--- config.mk ---
export PLATFORM = sky130hd
export DESIGN_NAME = seq_responder
export DESIGN_NICKNAME = d
export VERILOG_FILES = /design/src/rtl/seq_responder.sv
export SDC_FILE = /design/constraint.sdc
export NUM_CORES = 1
export LEC_CHECK = 0
export BUFFER_PORTS_ARGS = -buffer_cell sky130_fd_sc_hd__buf_2
export CORE_ASPECT_RATIO = 0.8
export CORE_MARGIN = 4
export CORE_UTILIZATION = 40
export CTS_BUF_LIST = sky130_fd_sc_hd__clkbuf_2
export CTS_CLUSTER_SIZE = 24
export DETAILED_ROUTE_END_ITERATION = 8
export PLACE_DENSITY_LB_ADDON = 0.12
export SLEW_MARGIN = 20
export SYNTH_ARGS = -nofsm -noshare
export SYNTH_HDL_FRONTEND = slang
export SYNTH_SLANG_ARGS = --single-unit
--- constraint.sdc ---
create_clock -name CLK -period 1.5 [get_ports CLK]
set_input_delay 0 -clock CLK [delete_from_list [all_inputs] [get_ports CLK]]
set_output_delay 0 -clock CLK [all_outputs]
set_load 0.01 [all_outputs]
--- src/rtl/seq_responder.sv ---
`default_nettype none
// ============================================================================
// Module      : seq_responder
// Description : Watches the C -> B -> A enabling sequence and answers every
//               match with JLEN cycles of J followed by a one-cycle K.
//               X synchronously aborts all detection and in-flight responses.
// Revision    : 1.0 - initial release
// ============================================================================
module seq_responder #(
  parameter int WIN_MIN = 1,  // minimum C-to-B distance, >= 1
  parameter int WIN_MAX = 3,  // maximum C-to-B distance, WIN_MIN..8
  parameter int JLEN    = 4,  // J cycles per response, 1..15
  parameter int CNT_W   = 8   // width of the completed-response counter
) (
  input  logic             CLK,
  input  logic             RST,
  input  logic             A,
  input  logic             B,
  input  logic             C,
  input  logic             X,
  output logic             J,
  output logic             K,
  output logic             TRIG,
  output logic             BUSY,
  output logic             ABORT,
  output logic [CNT_W-1:0] RESP_CNT
);

  // Bit i of the history holds C as sampled i+1 edges ago.
  logic [WIN_MAX-1:0] c_hist_q, c_hist_d;
  logic               b_ok_q, b_ok_d;
  // Stage i of the pipeline is a response that was triggered i+1 edges ago.
  logic [JLEN:0]      pipe_q, pipe_d;
  logic               trig_q, trig_d;
  logic               j_q, j_d;
  logic               k_q, k_d;
  logic               busy_q, busy_d;
  logic               abort_q, abort_d;
  logic [CNT_W-1:0]   cnt_q, cnt_d;
  logic               c_hit;

  // C was seen somewhere inside the allowed C-to-B window.
  always_comb begin
    c_hit = 1'b0;
    for (int i = WIN_MIN - 1; i < WIN_MAX; i++) begin
      c_hit = c_hit | c_hist_q[i];
    end
  end

  // Sequence detection and response pipeline; X overrides everything sampled
  // on the same edge so an abort can never be followed by a stray trigger.
  always_comb begin
    trig_d      = A & b_ok_q;
    b_ok_d      = B & c_hit;
    c_hist_d[0] = C;
    for (int i = 1; i < WIN_MAX; i++) begin
      c_hist_d[i] = c_hist_q[i-1];
    end
    pipe_d[0] = trig_d;
    for (int i = 1; i <= JLEN; i++) begin
      pipe_d[i] = pipe_q[i-1];
    end
    abort_d = 1'b0;
    if (X) begin
      trig_d   = 1'b0;
      b_ok_d   = 1'b0;
      c_hist_d = '0;
      pipe_d   = '0;
      abort_d  = |pipe_q;
    end
  end

  // Output decode from the next pipeline state so J/K/BUSY come straight
  // from flops and line up with the stage they describe.
  always_comb begin
    j_d = 1'b0;
    for (int i = 0; i < JLEN; i++) begin
      j_d = j_d | pipe_d[i];
    end
    k_d    = pipe_d[JLEN];
    busy_d = |pipe_d;
    cnt_d  = cnt_q;
    if (k_d && (cnt_q != {CNT_W{1'b1}})) begin
      cnt_d = cnt_q + CNT_W'(1);
    end
  end

  // State and registered outputs; reset drops everything without an abort.
  always_ff @(posedge CLK or posedge RST) begin
    if (RST) begin
      c_hist_q <= '0;
      b_ok_q   <= 1'b0;
      pipe_q   <= '0;
      trig_q   <= 1'b0;
      j_q      <= 1'b0;
      k_q      <= 1'b0;
      busy_q   <= 1'b0;
      abort_q  <= 1'b0;
      cnt_q    <= '0;
    end else begin
      c_hist_q <= c_hist_d;
      b_ok_q   <= b_ok_d;
      pipe_q   <= pipe_d;
      trig_q   <= trig_d;
      j_q      <= j_d;
      k_q      <= k_d;
      busy_q   <= busy_d;
      abort_q  <= abort_d;
      cnt_q    <= cnt_d;
    end
  end

  assign J        = j_q;
  assign K        = k_q;
  assign TRIG     = trig_q;
  assign BUSY     = busy_q;
  assign ABORT    = abort_q;
  assign RESP_CNT = cnt_q;

endmodule
`default_nettype wire
* Word level (Yosys, flattened, before mapping) *
Cells that the tools add are included.

storage, ports and cells
  bits in writable memories = 0
  memories kept = 0
  latch bits = 0
  bits in registers = 22
  ROM bits = 0

cells by class
  multiply operators = 0
  eq/ne operators = 1
  reduce and logical (&&, ||, !) cells = 3
  multiplexer cells = 5
  shift operators = 0
  divide/modulo/power cells = 0
  add/sub/neg operators = 1
  $lt $le $gt $ge = 0
  bitwise gates (word level) = 7

operators with widths
  operator             count
  $reduce_or 5->1      2
  $add 8x1->8 const B  1
  $ne 8x8->1 const B   1
  $mux 5               1
  $or 1x1->1           5
  $mux 1               3
  $mux 3               1
  $and 1x1->1          2
  $logic_and 1x1->1    1

* Longest topological paths before layout *
Gate-level depths: netlist (run 1).

  depth after elaboration = 5
  mapped depth = 5
  gate-level depth less buffers = 5

* Worst setup path after synthesis (run 1) *
Ideal clock, no wire load.

  path kind = register to register
  start point = reg cnt_q[0], in the netlist RESP_CNT[0]
  end point = reg cnt_q[1], in the netlist RESP_CNT[1]
  path buffers = 0
  arrival = 1306 ps
  cell stages (with the launch flop) = 5
  setup time = 128 ps
  setup slack = 67 ps
  period minus slack after synthesis = 1433 ps
  path through = dfrtp_1 > ha_1 > nand3_1 > o21ai_2 > mux2_1

on the way
  cells in the longest elaborated chain, start to end = 2
  elaborated cells between the ends (all ways) = 3
  those cells by class = add/sub: 1; eq/ne: 1; reduce/logical: 1

ends and longest elaborated chain
  element                                                              line  source
  start: declaration                                                   39    logic [CNT_W-1:0] cnt_q, cnt_d;
  start signal: assignment                                             109   cnt_q <= cnt_d;
  parallel branches: the longest is 2 deep, another holds $add 8x1->8  -

Parallel ways; which one is timed is not known.
A chain may end at the register's enable or synchronous reset.

* Worst setup path after layout (run 1) *
Ends and elaborated chain as after synthesis.

==> results of run 1 <==
==> what timing repair did <==
item | in CTS | in global routing
gates resized for setup | 0 | 0
hold buffers | 8 | 0
buffers inserted | 0 | 0
hold endpoints to repair | 30 | 0
==> state kept, by name, indices dropped and copies added (netlist names) <==
register / cells
ABORT: 1
BUSY: 1
J: 1
K: 1
RESP_CNT: 8
b_ok_q: 1
c_hist_q: 3
pipe_q: 4
==> worst paths after layout <==
check / startpoint / endpoint / slack (ps) / cells past startpoint
worst max-delay path: RESP_CNT[0]$_DFFE_PP0P_ / RESP_CNT[1]$_DFFE_PP0P_ / 110 / 4
worst min-delay path: RST / pipe_q[2]$_DFF_PP0_ / 210 / 4
worst max register to register: RESP_CNT[0]$_DFFE_PP0P_ / RESP_CNT[1]$_DFFE_PP0P_ / 110 / 4
worst min register to register: pipe_q[1]$_DFF_PP0_ / pipe_q[2]$_DFF_PP0_ / 500 / 1
max in group asynchronous: RST / RESP_CNT[4]$_DFFE_PP0P_ / 1070 / 4
min in group CLK: pipe_q[1]$_DFF_PP0_ / pipe_q[2]$_DFF_PP0_ / 500 / 1
==> placed cells by master, fill, tap and decap left out, drive strengths merged, types with 2 or more instances in the layout <==
| master | instances |
|---|---|
| nor2 | 6 |
| nand2 | 3 |
| nor2b | 7 |
| inv | 3 |
| xnor2 | 2 |
| xor2 | 2 |
| dfrtp | 20 |
| nand4 | 3 |
| dlygate4sd3 | 8 |
| clkbuf | 3 |
| a21oi | 4 |
| buf | 22 |
| nor3 | 4 |
==> final cells by class <==
type	instances	area, um^2
multi-input cells	41	282
repair buffers	30	200
flip-flops and latches	20	500
inverters	3	11.3
fillers	184	823
clock inverters	1	30.0
well taps	24	30.0
clock buffers	3	15.0
==> synth_stat cells <==
cell	number	share of area, %
dfrtp_1	20	62
nor2_1	6	2.8
nor2b_1	6	4.6
a21oi_1	4	2.5
inv_1	3	1.4
nand2_1	3	1.4
nor3_1	3	1.9
nand4_1	2	1.5
xnor2_1	2	2.2
xor2_1	2	2.2
a21boi_0	1	0.93
and3_2	1	0.93
buf_6	1	1.4
clkbuf_1	1	0.46
ha_1	1	1.5
mux2_1	1	1.4
mux2i_1	1	1.2
nand3_1	1	0.62
nand4_4	1	2.6
nor2b_2	1	1.1
nor3_2	1	1.2
nor3b_1	1	0.93
o2111a_1	1	1.4
o21ai_2	1	1.1
or2_1	1	0.77
==> worst register-to-register path, delay by kind of cell, from the launching register on <==
kind / cells / cell delay, ps
AO/OA/AOI/OAI: 1 / 170
adder cells (fa/ha/maj): 1 / 250
flip-flops: 1 / 400
multiplexers: 1 / 330
AND/OR/NAND/NOR: 1 / 150
==> per-stage QoR <==
stage | instance area (um^2) | setup slack, ps | std cells
floorplan | 808 | 66.8 | 66
global placement | 943 | 176 | 110
detailed placement | 943 | 143 | 110
CTS | 1070 | 114 | 122
global route | 1070 | 38.1 | 122
finish | 1070 | 108 | 122
==> cell families (layout without fill, tap and decap cells) <==
logic type	count (synthesis)	in the layout	synth area share, %
flip-flops	20	20	61.9
AND/OR/NAND/NOR	27	27	20.4
buffers and inverters	5	37	3.25
AO/OA/AOI/OAI	7	7	5.88
multiplexers	2	2	2.63
adder cells (fa/ha/maj)	1	1	1.55
XOR/XNOR	4	4	4.34
==> layer usage <==
layer / up-vias / share of wire [%]
li1: 286 / -
met1: 274 / 50
met2: 13 / 42
met3: 2 / 6.4
met4: 0 / 0.86
met5: - / 0
==> where the power goes <==
part,leakage (nW),switching [mW],total (mW),internal (mW)
Clock,0.0266,0.166,0.396,0.230
Sequential,0.266,0.00388,0.553,0.549
Combinational,0.280,0.0287,0.0597,0.0310
Total,0.573,0.198,1.01,0.810
==> flow_metrics.env, run 1 <==
export IMPL_drt_pass1_iter_count=4
export IMPL_period_share_pct=92.8
export IMPL_crit_family="flip-flops"
export IMPL_start_util_pct=42.7
export IMPL_ys_ff_latch=20
export IMPL_maxCapViolCount=0
export IMPL_cp_start_kind="flip-flop"
export IMPL_ant_nets=0
export IMPL_htree_levels=1
export IMPL_slowest_stage="dfrtp_1"
export IMPL_syn_area_per_cell_um2=12.2
export IMPL_synth_fp_nets=73
export IMPL_cts_sinks=20
export IMPL_grt_pass1_wl_mm=2.30
export IMPL_status="complete, no violations"
export IMPL_grt_ovfl_total=0
export IMPL_antennaDiodeCount=0
export IMPL_portBuffers=18
export IMPL_cts_buffers=3
export IMPL_final_hold_viol_count=0
export IMPL_clock_latency_ps=320
export IMPL_drc=0
export IMPL_grtUsageMet3_pct=5.56
export IMPL_fin_nets=106
export IMPL_die_y_um=48.2
export IMPL_use_met1_pct=14.0
export IMPL_ys_warn_count=0
export IMPL_tightest_slew_ps=342
export IMPL_yosysSeqAreaShare_pct=61.9
export IMPL_p_leak_nw=0.573
export IMPL_cp_cell_sequence="ha_1, nand3_1, o21ai_2, mux2_1"
export IMPL_met2_usage_pct=18.7
export IMPL_finalSetupViolCount=0
export IMPL_grt_pass1_vias=537
export IMPL_dieArea_mm2=0.00281
export IMPL_vias_per_cell=4.71
export IMPL_synth_area_um2=808
export IMPL_antenna_found_initial=0
export IMPL_dp_hpwl_mm=1.02
export IMPL_core_area_mm2=0.00189
export IMPL_clock_fmax_mhz=718
export IMPL_clk_path_buf_depth=2
export IMPL_path_class="flip-flop to flip-flop"
export IMPL_clk_pin_slew_ps=200
export IMPL_drive_gt1_share_pct=31.6
export IMPL_cts_tree="yes"
export IMPL_p_per_area_mw_per_mm2=944
export IMPL_synth_cell_types=25
export IMPL_slew_limit_headroom_pct=77.1
export IMPL_grt_setup_unrepaired="false"
export IMPL_arrival_ps=1630
export IMPL_critical_path_max_fanout=5
export IMPL_busiest_layer="met2"
export IMPL_syn_to_final_growth_pct=32.2
export IMPL_chipWidth_um=58.3
export IMPL_p_total_mw=1.01
export IMPL_ios=19
export IMPL_critPathRequiredTime_ps=1740
export IMPL_finalWeightedCongestion=0.772
export IMPL_drt_wl_total_mm=1.39
export IMPL_peakVddDrop_uv=1280
export IMPL_wl_per_cell_um=11.4
export IMPL_post_route_min_period_ps=1390
export IMPL_drtIter0Drc=4
export IMPL_clock_skew_ps=20.6
export IMPL_vias=575
export IMPL_core_rowCount=14
export IMPL_clockRootBuffer="clkbuf_2"
export IMPL_grt_max_degree=21
export IMPL_slowest_delay_ps=400
export IMPL_endpoint_kind="flip-flop"
export IMPL_synth_cells=66
export IMPL_utilization_pct=56.5
export IMPL_hold_ws_ps=208
export IMPL_path_buf_inv=0
export IMPL_slew_violations=0
export IMPL_tns_ps=0
export IMPL_gr_usage_all_layers_pct=11.5
export IMPL_hold_path_class="primary input to asynchronous set/reset pin"
No activity file was read; power rests on OpenSTA's default activity.
==> run 2, diff against run 1 <==
Settings changed: REMOVE_ABC_BUFFERS set to 1, SLEW_MARGIN 20 to not set.
Clock period 1.5 ns to 1.4 ns, I/O delays scaled along.
==> run 2 against run 1 <==
Utilization down 0.066 points. First-iteration DRC count down 75%. Total power down 11%. Worst hold slack better by 21 ps. Clock power down 40%. Die area unchanged. Largest cell class unchanged.
==> flow_metrics.env, run 2 (synthesis results as in run 1) <==
export IMPL_status="complete, no violations"
export IMPL_post_route_min_period_ps=1300
export IMPL_finalSetupViolCount=0
export IMPL_drtIter0Drc=1
export IMPL_start_util_pct=42.7
export IMPL_net_switching_power_mw=0.210
export IMPL_slew_violations=0
export IMPL_ant_nets=0
export IMPL_critPathRequiredTime_ps=1610
export IMPL_core_area_mm2=0.00189
export IMPL_hold_path_class="primary input to asynchronous set/reset pin"
export IMPL_p_clk_share_pct=26.4
export IMPL_tns_ps=0
export IMPL_clock_latency_ps=320
export IMPL_clk_path_buf_depth=2
export IMPL_core_rowCount=14
export IMPL_n_fill_cell=181
export IMPL_clk_pin_slew_ps=190
export IMPL_clock_fmax_mhz=769
export IMPL_comb_power_share_pct=7.4
export IMPL_dp_cells=112
export IMPL_dpl_cell_area_um2=958
export IMPL_endpoint_kind="flip-flop"
export IMPL_dieArea_mm2=0.00281
export IMPL_tightest_slew_ps=248
export IMPL_fin_area_mm2=0.00107
export IMPL_antennaDiodeCount=0
export IMPL_dp_hpwl_mm=1.09
export IMPL_grt_pass1_vias=549
export IMPL_wl_per_cell_um=12.4
export IMPL_p_seq_share_pct=66.3
export IMPL_cp_start_kind="flip-flop"
export IMPL_die_y_um=48.2
export IMPL_ios=19
export IMPL_final_hold_viol_count=0
export IMPL_grt_max_degree=21
export IMPL_critical_path_max_fanout=2
export IMPL_p_sw_share_pct=23.4
export IMPL_cts_buffers=3
export IMPL_grt_setup_unrepaired="false"
export IMPL_instances_no_fill=124
export IMPL_maxCapViolCount=0
export IMPL_arrival_ps=1520
export IMPL_vias_per_cell=4.61
export IMPL_largest_reg_flops=8
export IMPL_p_total_mw=0.894
export IMPL_portBuffers=18
export IMPL_clock_skew_ps=12.8
export IMPL_htree_levels=1
export IMPL_multi_input_area_um2=292
export IMPL_final_common_cell="dfrtp_1"
export IMPL_path_class="flip-flop to flip-flop"
export IMPL_p_leak_nw=0.572
export IMPL_fin_nets=108
export IMPL_period_share_pct=92.9
export IMPL_chipWidth_um=58.3
export IMPL_cts_tree="yes"
export IMPL_p_per_area_mw_per_mm2=837
export IMPL_drt_pass1_iter_count=2
export IMPL_syn_to_final_growth_pct=32.0
export IMPL_vias=572
export IMPL_gr_usage_all_layers_pct=13.2
export IMPL_finalWeightedCongestion=0.776
export IMPL_drt_wl_total_mm=1.54
export IMPL_peakVddDrop_uv=428
export IMPL_place_ws_ps=95.1
export IMPL_drc=0
export IMPL_clockRootBuffer="clkbuf_2"
export IMPL_slew_limit_headroom_pct=83.5
export IMPL_finalWorstSetupSlack_ps=99.2
export IMPL_antenna_found_initial=0
export IMPL_cts_sinks=20
export IMPL_drive_gt1_share_pct=33.0
export IMPL_p_int_mw=0.684
export IMPL_layout_common_cells="20 x dfrtp_1, 18 x buf_2, 8 x dlygate4sd3_1"
export IMPL_grt_pass1_wl_mm=2.58
export IMPL_regArea_um2=500
export IMPL_grt_ovfl_total=0
run 2: timing repair:
action / CTS / global route
resized for setup: 0 / 2
buffers inserted: 0 / 0
setup endpoints to repair: 0 / 4
hold endpoints to repair: 30 / 0
hold buffers: 8 / 0
run 2: final cells by class:
class,instances,share of cell area [%]
timing repair buffer,32,20.2
clock inverter,1,0.352
clock buffer,3,1.41
sequential,20,46.9
multi-input combinational,41,27.3
tap,24,2.81
inverter,3,1.06
run 2: layer usage:
layer	GRT usage [%]	vias to the layer above	part of all wire (%)
met4	5.56	0	0.52
met2	20.3	11	45
met1	16.6	269	49
met5	0	-	0
met3	5.56	2	5.4
li1	-	290	-
run 2: worst paths after layout:
path | to | slack, ps | cells past startpoint | start
worst max-delay path | b_ok_q$_DFF_PP0_ | 100 | 3 | c_hist_q[0]$_DFF_PP0_
min in group CLK | c_hist_q[2]$_DFF_PP0_ | 510 | 3 | X
worst min register to register | pipe_q[2]$_DFF_PP0_ | 520 | 1 | pipe_q[1]$_DFF_PP0_
max in group asynchronous | RESP_CNT[6]$_DFFE_PP0P_ | 960 | 4 | RST
worst max register to register | b_ok_q$_DFF_PP0_ | 100 | 3 | c_hist_q[0]$_DFF_PP0_
worst min-delay path | c_hist_q[2]$_DFF_PP0_ | 230 | 4 | RST
run 2: critical path, cell delays in order (launching register included):
cell and delay (ps):
dfrtp_1 420, nor3_2 180, nor3b_1 60, dlygate4sd3_1 550
run 2: metrics by stage:
step,hold WS (ps),utilization [%]
2_1_floorplan,-36.2,-
3_3_place_gp,33.2,50.7
3_5_place_dp,43.2,50.7
4_1_cts,201,55.9
5_1_grt,211,56.4
6_report,229,56.4
run 2: power by group through the flow:
stage / Combinational (mW) / Clock, mW / Sequential (mW)
6_report: 0.0658 / 0.236 / 0.592
5_1_grt: 0.0750 / 0.284 / 0.594
4_1_cts: 0.0665 / 0.253 / 0.592
3_5_place_dp: 0.0518 / 0 / 0.602
3_3_place_gp: 0.0502 / 0 / 0.602
2_1_floorplan: 0.0193 / 0 / 0.607
